**src/rtl/sl_vpos_gen_if.sv**
```systemverilog
// Video timing in / scanline position out bundle for sl_vpos_gen.
interface sl_vpos_gen_if #(
  parameter int unsigned LINECNT_WIDTH = 11
);

  logic                     HSYNC_i;
  logic                     VSYNC_i;
  logic                     DE_i;
  logic                     sl_en_i;
  logic [16:0]              v_step_i;
  logic [7:0]               v_offset_i;
  logic [7:0]               sl_rel_pos_o;
  logic [LINECNT_WIDTH-1:0] src_line_o;
  logic                     sl_en_o;
  logic                     line_start_o;

  // Position generator side.
  modport slave (
    input  HSYNC_i, VSYNC_i, DE_i, sl_en_i, v_step_i, v_offset_i,
    output sl_rel_pos_o, src_line_o, sl_en_o, line_start_o
  );

  // Timing source / consumer side.
  modport master (
    output HSYNC_i, VSYNC_i, DE_i, sl_en_i, v_step_i, v_offset_i,
    input  sl_rel_pos_o, src_line_o, sl_en_o, line_start_o
  );

endinterface

```
**src/rtl/sl_vpos_gen.sv**
```systemverilog
// Per-output-line vertical sub-position generator for scanline emulation.
// A Q0.16 phase advances by a Q1.16 step at the end of every active output
// line; its carry walks the source line index. All outputs change only at
// line boundaries (or the frame-start reload) and stay stable in between.
module sl_vpos_gen #(
  parameter bit          SYNC_ACTIVE_LOW = 1'b1,
  parameter int unsigned LINECNT_WIDTH   = 11
) (
  input logic          VCLK_i,
  input logic          VRST_i,
  sl_vpos_gen_if.slave vp
);

  localparam int unsigned STEP_W  = 17;
  localparam int unsigned PHASE_W = 16;
  localparam int unsigned POS_W   = 8;

  localparam logic [STEP_W-1:0]        STEP_UNITY = STEP_W'(17'h10000);
  localparam logic [LINECNT_WIDTH-1:0] LINE_MAX   = '1;

  typedef enum logic [1:0] {
    WAIT_VS = 2'd0,
    WAIT_DE = 2'd1,
    ACTIVE  = 2'd2
  } state_t;

  state_t                   state_q, state_nxt;
  logic                     hs_q, hs_qq, vs_q, vs_qq;
  logic                     hs_act_c, vs_act_c, hs_lead_c, vs_lead_c;
  logic [PHASE_W-1:0]       phase_q, phase_nxt;
  logic [STEP_W-1:0]        step_q, step_nxt, step_cfg_c;
  logic                     de_seen_q, de_seen_nxt;
  logic [POS_W-1:0]         rel_pos_q, rel_pos_nxt;
  logic [LINECNT_WIDTH-1:0] src_line_q, src_line_nxt;
  logic                     sl_en_q, sl_en_nxt;
  logic                     line_start_q, line_start_nxt;
  logic [PHASE_W:0]         phase_sum_c;
  logic                     line_carry_c;

  // Normalise sync polarity so that 1 always means "sync active".
  assign hs_act_c  = SYNC_ACTIVE_LOW ? ~vp.HSYNC_i : vp.HSYNC_i;
  assign vs_act_c  = SYNC_ACTIVE_LOW ? ~vp.VSYNC_i : vp.VSYNC_i;
  assign hs_lead_c = hs_q & ~hs_qq;
  assign vs_lead_c = vs_q & ~vs_qq;

  // Zero and out-of-range steps both collapse to one source line per line.
  assign step_cfg_c = ((vp.v_step_i == '0) || (vp.v_step_i > STEP_UNITY)) ?
                      STEP_UNITY : vp.v_step_i;

  // Fractional part wraps mod 2^16; integer part of the step always carries.
  assign phase_sum_c  = {1'b0, phase_q} + {1'b0, step_q[PHASE_W-1:0]};
  assign line_carry_c = phase_sum_c[PHASE_W] | step_q[PHASE_W];

  assign vp.sl_rel_pos_o = rel_pos_q;
  assign vp.src_line_o   = src_line_q;
  assign vp.sl_en_o      = sl_en_q;
  assign vp.line_start_o = line_start_q;

  // Sync input register and history; history resets inactive to avoid false edges.
  always_ff @(posedge VCLK_i) begin
    if (VRST_i) begin
      hs_q  <= 1'b0;
      hs_qq <= 1'b0;
      vs_q  <= 1'b0;
      vs_qq <= 1'b0;
    end else begin
      hs_q  <= hs_act_c;
      hs_qq <= hs_q;
      vs_q  <= vs_act_c;
      vs_qq <= vs_q;
    end
  end

  // Next-state, phase update and line-boundary output refresh.
  always_comb begin
    state_nxt      = state_q;
    phase_nxt      = phase_q;
    step_nxt       = step_q;
    de_seen_nxt    = de_seen_q;
    rel_pos_nxt    = rel_pos_q;
    src_line_nxt   = src_line_q;
    sl_en_nxt      = sl_en_q;
    line_start_nxt = 1'b0;

    if (vs_lead_c) begin
      // Frame start wins over any coincident line boundary.
      state_nxt      = WAIT_DE;
      phase_nxt      = {vp.v_offset_i, 8'h00};
      step_nxt       = step_cfg_c;
      de_seen_nxt    = 1'b0;
      rel_pos_nxt    = vp.v_offset_i;
      src_line_nxt   = '0;
      sl_en_nxt      = 1'b0;
      line_start_nxt = 1'b1;
    end else begin
      case (state_q)
        WAIT_VS: begin
        end
        WAIT_DE: begin
          if (vp.DE_i) begin
            state_nxt   = ACTIVE;
            de_seen_nxt = 1'b1;
          end
        end
        ACTIVE: begin
          if (hs_lead_c) begin
            de_seen_nxt    = 1'b0;
            sl_en_nxt      = vp.sl_en_i;
            line_start_nxt = 1'b1;
            if (de_seen_q) begin
              phase_nxt   = phase_sum_c[PHASE_W-1:0];
              rel_pos_nxt = phase_sum_c[PHASE_W-1 -: POS_W];
              if (line_carry_c && (src_line_q != LINE_MAX)) begin
                src_line_nxt = src_line_q + LINECNT_WIDTH'(1);
              end
            end else begin
              rel_pos_nxt = phase_q[PHASE_W-1 -: POS_W];
            end
          end else if (vp.DE_i) begin
            de_seen_nxt = 1'b1;
          end
        end
        default: begin
          state_nxt = WAIT_VS;
        end
      endcase
    end
  end

  // State, datapath and output registers.
  always_ff @(posedge VCLK_i) begin
    if (VRST_i) begin
      state_q      <= WAIT_VS;
      phase_q      <= '0;
      step_q       <= STEP_UNITY;
      de_seen_q    <= 1'b0;
      rel_pos_q    <= '0;
      src_line_q   <= '0;
      sl_en_q      <= 1'b0;
      line_start_q <= 1'b0;
    end else begin
      state_q      <= state_nxt;
      phase_q      <= phase_nxt;
      step_q       <= step_nxt;
      de_seen_q    <= de_seen_nxt;
      rel_pos_q    <= rel_pos_nxt;
      src_line_q   <= src_line_nxt;
      sl_en_q      <= sl_en_nxt;
      line_start_q <= line_start_nxt;
    end
  end

endmodule

```
**src/flat_wrapper.sv**
```systemverilog
// flat-port wrapper written by rule: the top's interface ports become plain ports
module sl_vpos_gen_flat 
#(
  parameter bit          SYNC_ACTIVE_LOW = 1'b1,
  parameter int unsigned LINECNT_WIDTH   = 11
)
  (VCLK_i, VRST_i, vp_HSYNC_i, vp_VSYNC_i, vp_DE_i, vp_sl_en_i, vp_v_step_i, vp_v_offset_i, vp_sl_rel_pos_o, vp_src_line_o, vp_sl_en_o, vp_line_start_o);
  sl_vpos_gen_if #(.LINECNT_WIDTH(LINECNT_WIDTH)) vp_i ();
  input logic VCLK_i;
  input logic VRST_i;
  input wire logic [$bits(vp_i.HSYNC_i)-1:0] vp_HSYNC_i;
  input wire logic [$bits(vp_i.VSYNC_i)-1:0] vp_VSYNC_i;
  input wire logic [$bits(vp_i.DE_i)-1:0] vp_DE_i;
  input wire logic [$bits(vp_i.sl_en_i)-1:0] vp_sl_en_i;
  input wire logic [$bits(vp_i.v_step_i)-1:0] vp_v_step_i;
  input wire logic [$bits(vp_i.v_offset_i)-1:0] vp_v_offset_i;
  output wire logic [$bits(vp_i.sl_rel_pos_o)-1:0] vp_sl_rel_pos_o;
  output wire logic [$bits(vp_i.src_line_o)-1:0] vp_src_line_o;
  output wire logic [$bits(vp_i.sl_en_o)-1:0] vp_sl_en_o;
  output wire logic [$bits(vp_i.line_start_o)-1:0] vp_line_start_o;
  assign vp_i.HSYNC_i = vp_HSYNC_i;
  assign vp_i.VSYNC_i = vp_VSYNC_i;
  assign vp_i.DE_i = vp_DE_i;
  assign vp_i.sl_en_i = vp_sl_en_i;
  assign vp_i.v_step_i = vp_v_step_i;
  assign vp_i.v_offset_i = vp_v_offset_i;
  assign vp_sl_rel_pos_o = vp_i.sl_rel_pos_o;
  assign vp_src_line_o = vp_i.src_line_o;
  assign vp_sl_en_o = vp_i.sl_en_o;
  assign vp_line_start_o = vp_i.line_start_o;
  sl_vpos_gen #(.SYNC_ACTIVE_LOW(SYNC_ACTIVE_LOW), .LINECNT_WIDTH(LINECNT_WIDTH)) u_core (.VCLK_i(VCLK_i), .VRST_i(VRST_i), .vp(vp_i));
endmodule
```
**config.mk**
```make
export PLATFORM = sky130hd
export DESIGN_NAME = sl_vpos_gen_flat
export DESIGN_NICKNAME = d
export VERILOG_FILES = /design/src/rtl/sl_vpos_gen_if.sv /design/src/rtl/sl_vpos_gen.sv /design/src/flat_wrapper.sv
export SDC_FILE = /design/constraint.sdc
export NUM_CORES = 1
export LEC_CHECK = 0
export BUFFER_PORTS_ARGS = -buffer_cell sky130_fd_sc_hd__buf_2
export CAP_MARGIN = 10
export CORE_MARGIN = 2
export CORE_UTILIZATION = 60
export DETAILED_ROUTE_END_ITERATION = 12
export HOLD_SLACK_MARGIN = 0.02
export PLACE_DENSITY_LB_ADDON = 0.15
export SLEW_MARGIN = 20
export SYNTH_ARGS = -nofsm -noshare
export SYNTH_HDL_FRONTEND = slang
export SYNTH_SLANG_ARGS = --single-unit
```
**constraint.sdc**
```tcl
create_clock -name VCLK_i -period 4.4 [get_ports VCLK_i]
set_input_delay 0.88 -clock VCLK_i [delete_from_list [all_inputs] [get_ports VCLK_i]]
set_output_delay 0.88 -clock VCLK_i [all_outputs]
set_load 0.005 [all_outputs]
```
# --- Word-level counts from Yosys, hierarchy flattened ---
# Cells that the tools add are included.
classes:
  n_reduce_logical: 17
  order_cmp: 1
  bitwise: 8
  addsub: 2
  muxes: 18
  n_eq_ne: 6
ops:
  columns: ["cell", "count"]
  rows:
  - ["$mux 16", 4]
  - ["$mux 8", 4]
  - ["$add 16x16->17", 1]
  - ["$gt 17x17->1 const B", 1]
  - ["$logic_not 17->1", 1]
  - ["$mux 17", 1]
  - ["$add 11x1->11 const B", 1]
  - ["$ne 11x11->1 const B", 1]
  - ["$reduce_and 2->1", 4]
  - ["$reduce_bool 2->1", 4]
  - ["$mux 1", 6]
  - ["$reduce_and 3->1", 2]
  - ["$not 1->1", 5]
  - ["$pmux 2 s2", 1]
  - ["$reduce_and 4->1", 1]
  - ["$reduce_or 2->1", 2]
  - ["$ne 3x2->1 const B", 1]
  - ["$and 1x1->1", 2]
  - ["$eq 2x1->1 const B", 1]
  - ["$eq 2x2->1 const B", 1]
  - ["$logic_not 2->1", 1]
  - ["$mux 2", 1]
  - ["$ne 2x1->1 const B", 1]
  - ["$ne 2x2->1 const B", 1]
  - ["4 further kinds", 4]
totals:
  word_cells: 66
  out_inout_bits: 21
  input_bits: 31
  reg_bits: 61

# --- Depth between registers and ports, before layout ---
depth:
  ltp_word: 5
  ltp_mapped: 9
  mapped_depth_nobuf: 9

# --- Least setup slack after synthesis ---
# No wires, ideal clock.
synth_path:
  path_type: "input-to-reg"
  from: "input vp_v_step_i[2]"
  to: "register u_core.step_q[10]"
  setup_slack_ns: 1.878
  t_required_ns: 4.340
  arrival_time_ns: 2.462
  cell_stages: 6
  path_cell_list: "nor4_1 > nand4_1 > ha_1 > nor3_1 > clkbuf_1 > a22o_1"
synth_between:
  elab_chain_len: 3
synth_rtl:
  columns: ["item", "line_no", "rtl"]
  rows:
  - ["start, declared", "flat_wrapper.sv:15", "input wire logic [$bits(vp_i.v_step_i)-1:0] vp_v_step_i;"]
  - ["$gt 17x17->1 or $logic_not 17->1 (tied branches)", "sl_vpos_gen.sv:47", "assign step_cfg_c = ((vp.v_step_i == '0) || (vp.v_step_i > STEP_UNITY)) ?"]
  - ["$logic_or 1x1->1 *", "sl_vpos_gen.sv:47", null]
  - ["$mux 17 *", "sl_vpos_gen.sv:47", null]
  - ["end signal, assigned", "sl_vpos_gen.sv:144", "step_q <= step_nxt;"]
  - ["end, declared", "sl_vpos_gen.sv:31", "logic [STEP_W-1:0] step_q, step_nxt, step_cfg_c;"]
# Every way passes the cells marked *; elsewhere a longest branch is shown, timed or not.
# A chain may end at the register's enable or synchronous reset.

# --- Worst setup path after layout ---
layout_path:
  from: "register u_core.state_q[0]"
  to: "register u_core.src_line_q[9], in the netlist u_core.vp.src_line_o[9]"
layout_between:
  elab_chain_len: 2
layout_rtl:
  columns: ["item", "line_no", "rtl"]
  rows:
  - ["start, declared", "sl_vpos_gen.sv:27", "state_t state_q, state_nxt;"]
  - ["start signal, assigned", "sl_vpos_gen.sv:142", "state_q <= state_nxt;"]
  - ["$eq 2x2->1", "sl_vpos_gen.sv:96", "case (state_q)"]
  - ["$reduce_and 4->1 (no line)", null, null]
  - ["end signal, assigned", "sl_vpos_gen.sv:147", "src_line_q <= src_line_nxt;"]
  - ["end, declared", "sl_vpos_gen.sv:34", "logic [LINECNT_WIDTH-1:0] src_line_q, src_line_nxt;"]
# No other way between the ends.

==> impl_results.md <==
- Clk pin slew, worst setup/hold paths: 0.06 ns
- Min-delay worst type: reg2reg
- Leak pwr: 0.00164 µW
- Final Cell Area: 3770 µm²
- Row cnt: 27
- GRT Total Usage: 0.279
- Multi-input gate area: 1960 µm²
- Yosys reg bits: 61
- Clock skew: 0.00619 ns
- Layout cell share with drive strength beyond 1: 0.174
- Clk_lat worst skew: 0.34 ns
- CP max FO: 17
- Buffers added on ports: 51
- Final hold vios: 0
- Slew margin rel.: 0.369
- Switch share: 0.253
- Placed cell area: 3600 µm²
- Post-Syn Area per Cell: 8.65 µm²
- GP Congestion: 0.881
- CP Data Arrival Time: 3.07 ns
- Outcome: finished clean
- Register cell area after layout: 1220 µm²
- Max Fclk: 348 MHz
- Drt pass-1 iters: 4
- GR Overflow Total: 0
- Setup crit end kind: flop
- Setup bufs post-CTS: 0
- Final setup viols: 0
- Die Y-Extent: 78.2 µm
- Via density: 6.12
- Layout Area Growth over Synthesis: 14.2%
- Setup crit start kind: flop
- Top FF cell, synth: dfxtp_1
- Clk pwr share: 0.393
- N_diodes: 0
- Seq pwr share: 0.504
- Core Util, Final: 0.698
- H-tree depth: 3
- RSZ-0062 raised after global routing: no
- Internal: 866 µW
- WL final: 7900 µm
- Max Slew Vio Count: 0
- CP required: 4.59 ns
- Max-Cap Viols: 0
- Post-synth net total: 435
- Synth cell types: 53
- Comb power frac: 0.102
- Register area share after synthesis: 0.370
- Initial Util: 0.611
- Pre-CTS WS: 1.53 ns
- Least-Margin Pin Slew: 0.945 ns
- Clock Tree Buf Depth: 2
- First-pass GRT wire length: 13600 µm
- Hold Buf Count CTS: 0
- Horiz. Die Dim: 78.2 µm
- Mapped Area: 3300 µm²
- VDD IR-drop max: 202 µV
- # DRC: 0
- Wire length per cell: 15.7 µm
- Switch Pwr: 294 µW
- Synth async-reset ratio: 0
- CTS Root Cell: clkbuf_8
- Core area: 5410 µm²
- CTS tree: yes
- Antenna violations before repair: 0
- Mapped Cells: 382
- Pwr Total: 1160 µW
- Crit path time final: 2.87 ns
- Boundary Pins: 52
- Die ar.: 6120 µm²
- PwrDens: 307 nW/µm²
- Crit share post-route: 0.653
- Vias: 3072
- Post_cts resized: 0
- Total CTS buffers: 9
- Setup slack after layout: 1.53 ns
- Setup TNS Final: 0 ns
- Final net count: 479
- Starting DRT DRC Count: 208
- Synth warn: 0
- Kind of critical path: reg2reg
- HPWL after DPL: 5670 µm
- Largest net degree at the start of global routing: 26
- Routed Antenna Nets: 0
- Post-synth EDFFs: 0
- Sink Count: 61
- Vias in the first global route: 2864
- Filler cell count: 460
[cells in the mapped netlist (6+ instances only)]
master    count  area [µm²]
o211ai_1      7        52.6
nor4_1        8        50.1
nor2_1       31         116
and3_1        6        37.5
a21o_1        8        60.1
o21ai_0      10        50.1
a22o_1       16         140
xor2_1        8        70.1
nor3_1       16        80.1
nand4_1       6        37.5
xnor2_1      11        96.3
a21oi_1      30         150
nand2_1      32         120
nand3_1      12        60.1
ha_1         21         263
dfxtp_1      61        1220
mux2i_1       8        80.1
inv_1        10        37.5
clkbuf_1     20        75.1
[final cells by class]
class / instances / area share
Clock inverter: 1 / 0.00133
Tap cell: 72 / 0.0239
Timing Repair Buffer: 55 / 0.0756
Multi-Input combinational cell: 289 / 0.520
Clock buffer: 14 / 0.0458
Sequential cell: 61 / 0.324
Inverter: 10 / 0.00995
[per-layer routing]
layer / part of all wire / global-route usage / wire length [µm]
met1: 0.45 / 0.361 / 3590
met2: 0.48 / 0.453 / 3750
met3: 0.044 / 0.0563 / 347
met4: 0.027 / 0.123 / 210
met5: 0 / 0 / 0
[kinds of logic after synthesis]
logic type               share of synthesized area
AO/OA/AOI/OAI                                0.226
XOR/XNOR                                    0.0504
adder cells (fa/ha/maj)                     0.0856
buffers and inverters                       0.0367
flip-flops                                   0.370
multiplexers                                0.0276
AND/OR/NAND/NOR                              0.204
[metrics by stage]
stage               hold slack [ns]  instances
global placement              0.443        487
floorplan                     0.436        382
global route                  0.473        502
detailed placement            0.447        487
finish                        0.457        502
CTS                           0.457        502
[power groups by stage]
stage	clock (µW)	combinational, µW	sequential [µW]
after floorplan	0	79.6	591
after global placement	0	115	596
after detailed placement	0	117	597
after CTS	463	118	584
after global routing	485	133	586
final	456	118	585
[flip-flops by register name, indices dropped and copies added, names as in the netlist]
name	count
u_core.hs_q	1
u_core.hs_qq	1
u_core.vs_q	1
u_core.vp.line_start_o	1
u_core.vp.sl_en_o	1
u_core.vp.src_line_o	11
u_core.state_q	2
u_core.de_seen_q	1
u_core.vs_qq	1
u_core.step_q	17
u_core.phase_q	16
u_core.vp.sl_rel_pos_o	8
[critical path, cell delays in order, from the launching register on]
cell and delay (ns):
dfxtp_1 0.31, inv_1 0.09, ha_1 0.19, and3b_1 0.51
nand2_1 0.48, a41o_1 0.45, or4_4 0.51, xor2_1 0.14
nor2_1 0.05
[final timing paths]
path / start / end / slack (ns) / cells after the start
setup reg to reg: u_core.state_q[0]$_SDFFE_PP0P_ / u_core.vp.src_line_o[9]$_SDFFE_PP0P_ / 1.53 / 8
hold / removal: u_core.vp.sl_en_o$_SDFFE_PP0P_ / u_core.vp.sl_en_o$_SDFFE_PP0P_ / 0.46 / 2
hold reg to reg: u_core.vp.sl_en_o$_SDFFE_PP0P_ / u_core.vp.sl_en_o$_SDFFE_PP0P_ / 0.46 / 2
setup / recovery: u_core.state_q[0]$_SDFFE_PP0P_ / u_core.vp.src_line_o[9]$_SDFFE_PP0P_ / 1.53 / 8
[layout by cell type, fill, tap and decap left out, types with 7 or more instances in the layout]
master / n
xor2_1: 8
clkbuf_8: 12
ha_1: 21
dfxtp_1: 61
inv_1: 10
nor3_1: 16
a21oi_1: 30
a22o_1: 16
nand2_1: 32
o211ai_1: 7
nand3_1: 12
o21ai_0: 10
mux2i_1: 8
nor4_1: 8
a21o_1: 8
nor2_1: 31
xnor2_1: 11
buf_2: 51
(Power assumes the default switching activity.)
